### src/rtl/edge_event_arbiter.sv
// edge_event_arbiter: captures rising edges on N_CH level inputs, holds per-channel pending
// flags and serves them round-robin over valid/ready. Optional macro: EDGE_ARB_SYNC_EN.
module edge_event_arbiter #(
  parameter int N_CH  = 4,
  parameter int CNT_W = 8,
  localparam int CH_W = $clog2(N_CH)
) (
  input  logic              clk,
  input  logic              reset,
  input  logic [N_CH-1:0]   signal,
  output logic              evt_valid,
  input  logic              evt_ready,
  output logic [CH_W-1:0]   evt_ch,
  output logic [N_CH-1:0]   evt_pending,
  output logic [CNT_W-1:0]  drop_cnt,
  input  logic              clr_drop,
  output logic              state_dbg
);

  // Handshake: an event transfers on a rising clk edge where evt_valid and evt_ready are both 1;
  // while evt_valid is 1 and evt_ready is 0, evt_valid and evt_ch hold stable.

  localparam int PW = $clog2(N_CH + 1);
  localparam int SW = CNT_W + PW;

  typedef enum logic {IDLE = 1'b0, OFFER = 1'b1} state_t;

  state_t            state, state_nxt;
  logic [N_CH-1:0]   sig_s, prev, edge_det, pending, pending_nxt;
  logic [N_CH-1:0]   clr_mask, drop_vec;
  logic [CH_W-1:0]   last, winner;
  logic              any_pend, hs;
  logic [PW-1:0]     drop_num;
  logic [SW-1:0]     drop_sum;
  logic [CNT_W-1:0]  drop_nxt;

`ifdef EDGE_ARB_SYNC_EN
  logic [N_CH-1:0] sync_q1, sync_q2;

  always_ff @(posedge clk or posedge reset) begin
    if (reset) begin
      sync_q1 <= '0;
      sync_q2 <= '0;
    end else begin
      sync_q1 <= signal;
      sync_q2 <= sync_q1;
    end
  end

  assign sig_s = sync_q2;
`else
  assign sig_s = signal;
`endif

  always_ff @(posedge clk or posedge reset) begin
    if (reset) prev <= '0;
    else       prev <= sig_s;
  end

  assign edge_det    = sig_s & ~prev;
  assign hs          = evt_valid & evt_ready;
  assign evt_pending = pending;

  // Round-robin: smallest circular distance from last+1 among set flags wins.
  always_comb begin
    int best_d;
    int d;
    best_d   = N_CH;
    d        = 0;
    winner   = '0;
    any_pend = |pending;
    for (int i = 0; i < N_CH; i++) begin
      d = i - int'(last) - 1;
      if (d < 0) d = d + N_CH;
      if (pending[i] && (d < best_d)) begin
        best_d = d;
        winner = CH_W'(i);
      end
    end
  end

  always_comb begin
    clr_mask = '0;
    for (int i = 0; i < N_CH; i++) begin
      clr_mask[i] = hs && (evt_ch == CH_W'(i));
    end
  end

  // A clear colliding with a new edge leaves the flag set and is not a drop.
  assign drop_vec    = edge_det & pending & ~clr_mask;
  assign pending_nxt = (pending & ~clr_mask) | edge_det;

  always_comb begin
    drop_num = '0;
    for (int i = 0; i < N_CH; i++) begin
      drop_num = drop_num + PW'(drop_vec[i]);
    end
    drop_sum = SW'(drop_cnt) + SW'(drop_num);
    if (clr_drop)                  drop_nxt = '0;
    else if (|drop_sum[SW-1:CNT_W]) drop_nxt = '1;
    else                           drop_nxt = drop_sum[CNT_W-1:0];
  end

  always_ff @(posedge clk or posedge reset) begin
    if (reset) begin
      pending  <= '0;
      drop_cnt <= '0;
    end else begin
      pending  <= pending_nxt;
      drop_cnt <= drop_nxt;
    end
  end

  always_ff @(posedge clk or posedge reset) begin
    if (reset) begin
      evt_ch <= '0;
      last   <= CH_W'(N_CH - 1);
    end else begin
      if ((state == IDLE) && any_pend) evt_ch <= winner;
      if (hs)                          last   <= evt_ch;
    end
  end

  always_ff @(posedge clk or posedge reset) begin
    if (reset) state <= IDLE;
    else       state <= state_nxt;
  end

  always_comb begin
    state_nxt = state;
    case (state)
      IDLE:    if (any_pend)  state_nxt = OFFER;
      OFFER:   if (evt_ready) state_nxt = IDLE;
      default: state_nxt = IDLE;
    endcase
  end

  always_comb begin
    evt_valid = (state == OFFER);
    state_dbg = (state == OFFER);
  end

endmodule

### config.mk
export PLATFORM = sky130hd
export DESIGN_NAME = edge_event_arbiter
export DESIGN_NICKNAME = d
export VERILOG_FILES = /design/src/rtl/edge_event_arbiter.sv
export SDC_FILE = /design/constraint.sdc
export NUM_CORES = 1
export LEC_CHECK = 0
export ABC_CLOCK_PERIOD_IN_PS = 4420
export BUFFER_PORTS_ARGS = -buffer_cell sky130_fd_sc_hd__buf_2
export CORE_ASPECT_RATIO = 1.75
export CORE_MARGIN = 5
export CORE_UTILIZATION = 54
export CTS_CLUSTER_DIAMETER = 200
export DETAILED_ROUTE_END_ITERATION = 16
export PLACE_DENSITY = 0.84
export SETUP_SLACK_MARGIN = 0.15
export SLEW_MARGIN = 20
export SYNTH_ARGS = -nofsm -noshare
export SYNTH_HDL_FRONTEND = slang
export SYNTH_SLANG_ARGS = --single-unit
### constraint.sdc
create_clock -name clk -period 4.42 [get_ports clk]
set_input_delay 0.221 -clock clk [delete_from_list [all_inputs] [get_ports clk]]
set_output_delay 0.221 -clock clk [all_outputs]
set_load 0.03 [all_outputs]
Word-level counts from Yosys, hierarchy flattened
Cells that the tools add are included.
- $add $sub $neg: 16
- magnitude comparators: 8
- eq/ne operators: 3
- multiplexer cells: 15
- bitwise gates (word level): 9
- reduce and logical (&&, ||, !) cells: 12
- operator list (cell ; count):
    $mux W32 ; 7
    $lt A32 B32 Y1 ; 3
    $lt A32 B4 Y1 const B ; 1
    $add A4 B4 Y5 const B ; 4
    $and A4 B4 Y4 ; 4
    $lt A4 B1 Y1 const B ; 4
    $mux W8 ; 2
    $sub A3 B2 Y4 const B ; 4
    $add A8 B3 Y9 ; 1
    $logic_and A1 B1 Y1 ; 9
    $not A4 Y4 ; 2
    $sub A1 B2 Y3 const A ; 2
    $sub A2 B2 Y3 const A ; 2
    $eq A2 B2 Y1 const B ; 2
    $mux W2 ; 2
    $or A4 B4 Y4 ; 1
    $reduce_or A4 Y1 ; 1
    $add A2 B1 Y3 ; 1
    $add A3 B1 Y3 ; 1
    $mux W1 ; 3
    $reduce_or A3 Y1 ; 1
    $add A1 B1 Y2 ; 1
    $eq A2 B1 Y1 const B ; 1
    $logic_not A2 Y1 ; 1
    3 further kinds ; 3
- register bits: 21
- output and inout port bits: 16
- word-level logic and storage cells: 69

Logic depth before layout (Yosys ltp)
- depth after elaboration: 16
- depth in mapped cells: 16

Worst setup path after synthesis
No wires, ideal clock.
- path type: register to register
- start: register last[0]
- end: register evt_ch[0]
- setup time: 0.096 ns
- arrival: 3.206 ns
- required time: 4.324 ns
- path slack: 1.118 ns
- cell stages (with the launch flop): 14
- path through: dfstp_2 inv_1 ha_1 nand2_1 o32a_1 ha_1 o211ai_1 a31oi_1 o22a_4 a21o_1 ha_1 a21boi_0 a221o_1 a311oi_2
- cells in the longest elaborated chain, start to end: 16
- elaborated cells between the ends (all ways): 34
- those cells by class: add/sub: 12; order compare: 8; mux: 10; reduce/logical: 4
- RTL lines (item ; line ; text):
    start, declared ; 31 ; logic [CH_W-1:0] last, winner;
    start signal, assigned ; 117 ; last <= CH_W'(N_CH - 1);
    start signal, assigned ; 120 ; if (hs) last <= evt_ch;
    $sub A1 B2 Y3 ; 73 ; d = i - int'(last) - 1;
    $sub A3 B2 Y4 ; 73 ;
    $add A4 B4 Y5 / $lt A4 B1 Y1 (equally long branches) ; 74 ; if (d < 0) d = d + N_CH;
    $mux W32 ; 74 ;
    $lt A32 B4 Y1 ; 75 ; if (pending[i] && (d < best_d)) begin
    $logic_and A1 B1 Y1 ; 75 ;
    $mux W32 ; 75 ;
    $lt A32 B32 Y1 ; 75 ;
    $logic_and A1 B1 Y1 ; 75 ;
    $mux W32 ; 75 ;
    $lt A32 B32 Y1 ; 75 ;
    $logic_and A1 B1 Y1 ; 75 ;
    $mux W32 ; 75 ;
    $lt A32 B32 Y1 ; 75 ;
    $logic_and A1 B1 Y1 ; 75 ;
    $mux W2 (*) ; 75 ;
    end signal, assigned ; 119 ; if ((state == IDLE) && any_pend) evt_ch <= winner;
    end, declared ; 13 ; output logic [CH_W-1:0] evt_ch,
Mark *: on every way between the ends. The rest lies on a longest branch, timed or not.
A chain may end at the register's enable or synchronous reset.

Worst setup path in the final report
Same ends and word-level chain as after synthesis.

==> flow_metrics.py <==
metrics = {
    "sta": {
        "setup_viol": 0,
        "rsz0062_at_grt": "no",
        "worst_slack_ns": 0.808,
        "skew_ns": 0.00142,
        "fmax_mhz": 277,
        "slew_headroom_pct": 48.5,
        "worstMarginPinSlew_ns": 0.772,
        "tns_ns": 0,
        "maxSlewViolCount": 0,
        "fin_crit_sh_pct": 81.7,
        "final-hold-violation-count": 0,
        "finalCriticalPeriod_ns": 3.61,
    },
    "route": {
        "drc": 0,
        "drtIter0Drc": 9,
        "routed_via_density": 5.66,
        "vias": 1036,
        "avgRoutedWirePerCell_um": 15.6,
        "antenna_left": 0,
        "dr.pass1.iters": 4,
        "totalWireLength_mm": 2.86,
    },
    "placed_design": {
        "dp_worst_setup_slack_ns": 0.831,
        "io_buffers": 23,
        "dpl_cell_area_sq_um": 1410,
        "gp_congestion": 0.938,
        "hpwl_mm": 2.34,
    },
    "synthesis": {
        "synth_top_area_cell": "dfrtp_1",
        "syn_inst": 134,
        "async_reset_ff_share_pct": 100,
        "synthDistinctLibCells": 40,
        "seq_area_frac_synth_pct": 41.2,
        "syn_avg_cell_area_sq_um": 9.57,
        "synth-main-ff-cell": "dfrtp_1",
        "synth_top_area_share_pct": 37.1,
        "synth_edf_count": 0,
        "synth_warnings": 0,
        "ys_ff_latch": 21,
        "synth.area.top_cells": "dfrtp_1 (37%), ha_1 (8.8%), fa_1 (4.7%)",
        "synth_area_sq_um": 1280,
    },
    "worst_setup_path": {
        "setup.worst_path.start_class": "flip-flop",
        "r2r_cells": 14,
        "crit_type": "reg2reg",
        "r2r_start": "last[0]$_DFFE_PP1P_",
        "worst_setup_path_end_kind": "flip-flop",
        "r2r_slack_ns": 0.81,
        "worst-path-max-fanout": 8,
        "r2r-end": "evt_ch[0]$_DFFE_PP0P_",
        "arrival_ns": 3.78,
        "cp.required_ns": 4.59,
    },
    "power": {
        "powerDensity_nw_per_um2": 744,
        "leakagePower_nw": 0.706,
        "irDropWorstVdd_mv": 0.370,
        "total_power_mw": 1.08,
    },
    "floorplan": {
        "io_pins": 24,
        "dieArea_sq_um": 3490,
        "initial_utilization_pct": 56.4,
        "core_sq_um": 2270,
        "die-width_um": 46.8,
        "die_y_um": 74.5,
        "num_rows": 23,
    },
    "clocking": {
        "post_cts_buffers": 0,
        "htree_levels": 1,
        "clkTransAtPathRegs_ns": 0.07,
        "cts_sinks": 21,
        "cts_tree": "built",
        "cts_resized": 0,
        "root_buffer": "clkbuf_8",
        "cts_buffer_depth": 2,
        "cts_hold_buffers": 0,
        "clk_latency_ns": 0.26,
        "cts_buffers": 3,
    },
    "layout": {
        "area_delta_synth_final_pct": 13.2,
        "seqCellArea_sq_um": 528,
        "n_fill_cell": 206,
        "finish.net_count": 179,
        "final_area_sq_um": 1450,
        "num_antenna_cells": 0,
        "postLayoutCoreUtil_pct": 63.8,
        "multiInputGateArea_sq_um": 683,
        "drive_gt1_share_pct": 22.2,
    },
    "hold_path": {
        "hold_depth": 1,
        "min_to": "prev[1]$_DFF_PP0_",
        "hp-class": "in2reg",
        "min-delay-start": "signal[1]",
    },
    "global_route": {
        "grt_overflow_total": 0,
        "grtUsageTotal_pct": 19.8,
        "grt_max_degree": 22,
        "antenna_found_initial": 0,
        "grt_pass1_wl_mm": 4.93,
        "grt_pass1_vias": 1127,
    },
    "flow_run": {
        "maxCapViolCount": 0,
    },
    "status": {
        "status": "finished clean",
    },
}
## worst max-delay path, stage by stage (launching register included)
cell and delay (ns):
dfstp_2 0.61, inv_1 0.08, ha_1 0.40, nand2_1 0.10, o32a_1 0.33, ha_1 0.28
o211ai_1 0.10, a31oi_1 0.19, o22a_4 0.21, nor2_1 0.06, a21o_1 0.16, ha_1 0.30
a21boi_0 0.14, a221o_1 0.37, a311oi_2 0.19
## per-stage QoR
step | std cells | hold WS [ns]
6_report | 183 | 0.0805
5_1_grt | 183 | 0.0680
4_1_cts | 183 | 0.0738
3_5_place_dp | 179 | 0.352
3_3_place_gp | 179 | 0.345
2_1_floorplan | 135 | 0.196
## worst max path at each step
stage	startpoint	endpoint	slack [ns]	cells past startpoint
2_1_floorplan	last[0]$_DFFE_PP1P_	evt_ch[0]$_DFFE_PP0P_	1.12	13
5_1_grt	last[0]$_DFFE_PP1P_	evt_ch[0]$_DFFE_PP0P_	0.60	16
3_3_place_gp	last[0]$_DFFE_PP1P_	evt_ch[0]$_DFFE_PP0P_	0.93	14
6_report	last[0]$_DFFE_PP1P_	evt_ch[0]$_DFFE_PP0P_	0.81	14
4_1_cts	last[0]$_DFFE_PP1P_	evt_ch[0]$_DFFE_PP0P_	0.81	16
3_5_place_dp	last[0]$_DFFE_PP1P_	evt_ch[0]$_DFFE_PP0P_	0.83	16
## cell usage in the layout (no fill, tap or decap), types with 2 or more instances in the layout
master / instances
buf_2: 23
dfrtp_1: 19
nand2_1: 14
inv_1: 12
nor2_1: 11
a21oi_1: 9
ha_1: 9
o21ai_0: 8
nand3_1: 4
xnor2_1: 4
nor3_1: 3
mux2i_1: 3
nand2b_1: 3
fa_1: 3
clkbuf_8: 3
nor2_2: 2
a31oi_1: 2
nor2b_1: 2
xor2_1: 2
conb_1: 2
dfstp_2: 2
## power breakdown
part / switching (mW) / internal, mW
registers: 0.0680 / 0.240
clock network: 0.0609 / 0.0643
logic: 0.373 / 0.275
## flip-flops by register name (all words and copies together), names as in the netlist
| register | cells |
|---|---|
| drop_cnt | 8 |
| evt_ch | 2 |
| evt_pending | 4 |
| evt_valid | 1 |
| last | 2 |
| prev | 4 |
## routing by layer
metal	global-route usage (%)	up-vias	wire (um)
li1	-	501	-
met1	21.4	499	1040
met2	35.1	25	1590
met3	2.18	11	99
met4	11.4	0	128
met5	0	-	0
## kinds of logic (layout without fill, tap and decap cells)
| logic type | count (synthesis) | in the layout | share of synthesized area, % |
|---|---|---|---|
| AOI/OAI and AO/OA | 30 | 30 | 16.4 |
| xor gates and xnor gates | 6 | 6 | 4.10 |
| adders and majority gates | 12 | 12 | 13.5 |
| buffers and inverters | 17 | 40 | 5.85 |
| DFF | 21 | 21 | 41.2 |
| muxes | 3 | 3 | 2.34 |
| other | 1 | 2 | 0.292 |
| and+or+nand+nor | 44 | 44 | 16.4 |
## synth_stat cells, drive strengths merged, types with 2 or more instances
cell and n:
dfrtp 19, nor2 13, xnor2 4, o21ai 8, a21oi 9, nand2 14, dfstp 2, inv 13
fa 3, ha 9, mux2i 3, nand2b 3, nor3 3, xor2 2, nor2b 2, nand3 4
buf 3, a31oi 2
## layout make-up
type / count / area share [%]
Clock buffer: 4 / 3.10
Inverter: 13 / 3.36
Multi-Input combinational cell: 97 / 47.1
Sequential cell: 21 / 36.4
Tap cell: 25 / 2.16
Timing Repair Buffer: 23 / 7.93
(Power assumes the default switching activity.)
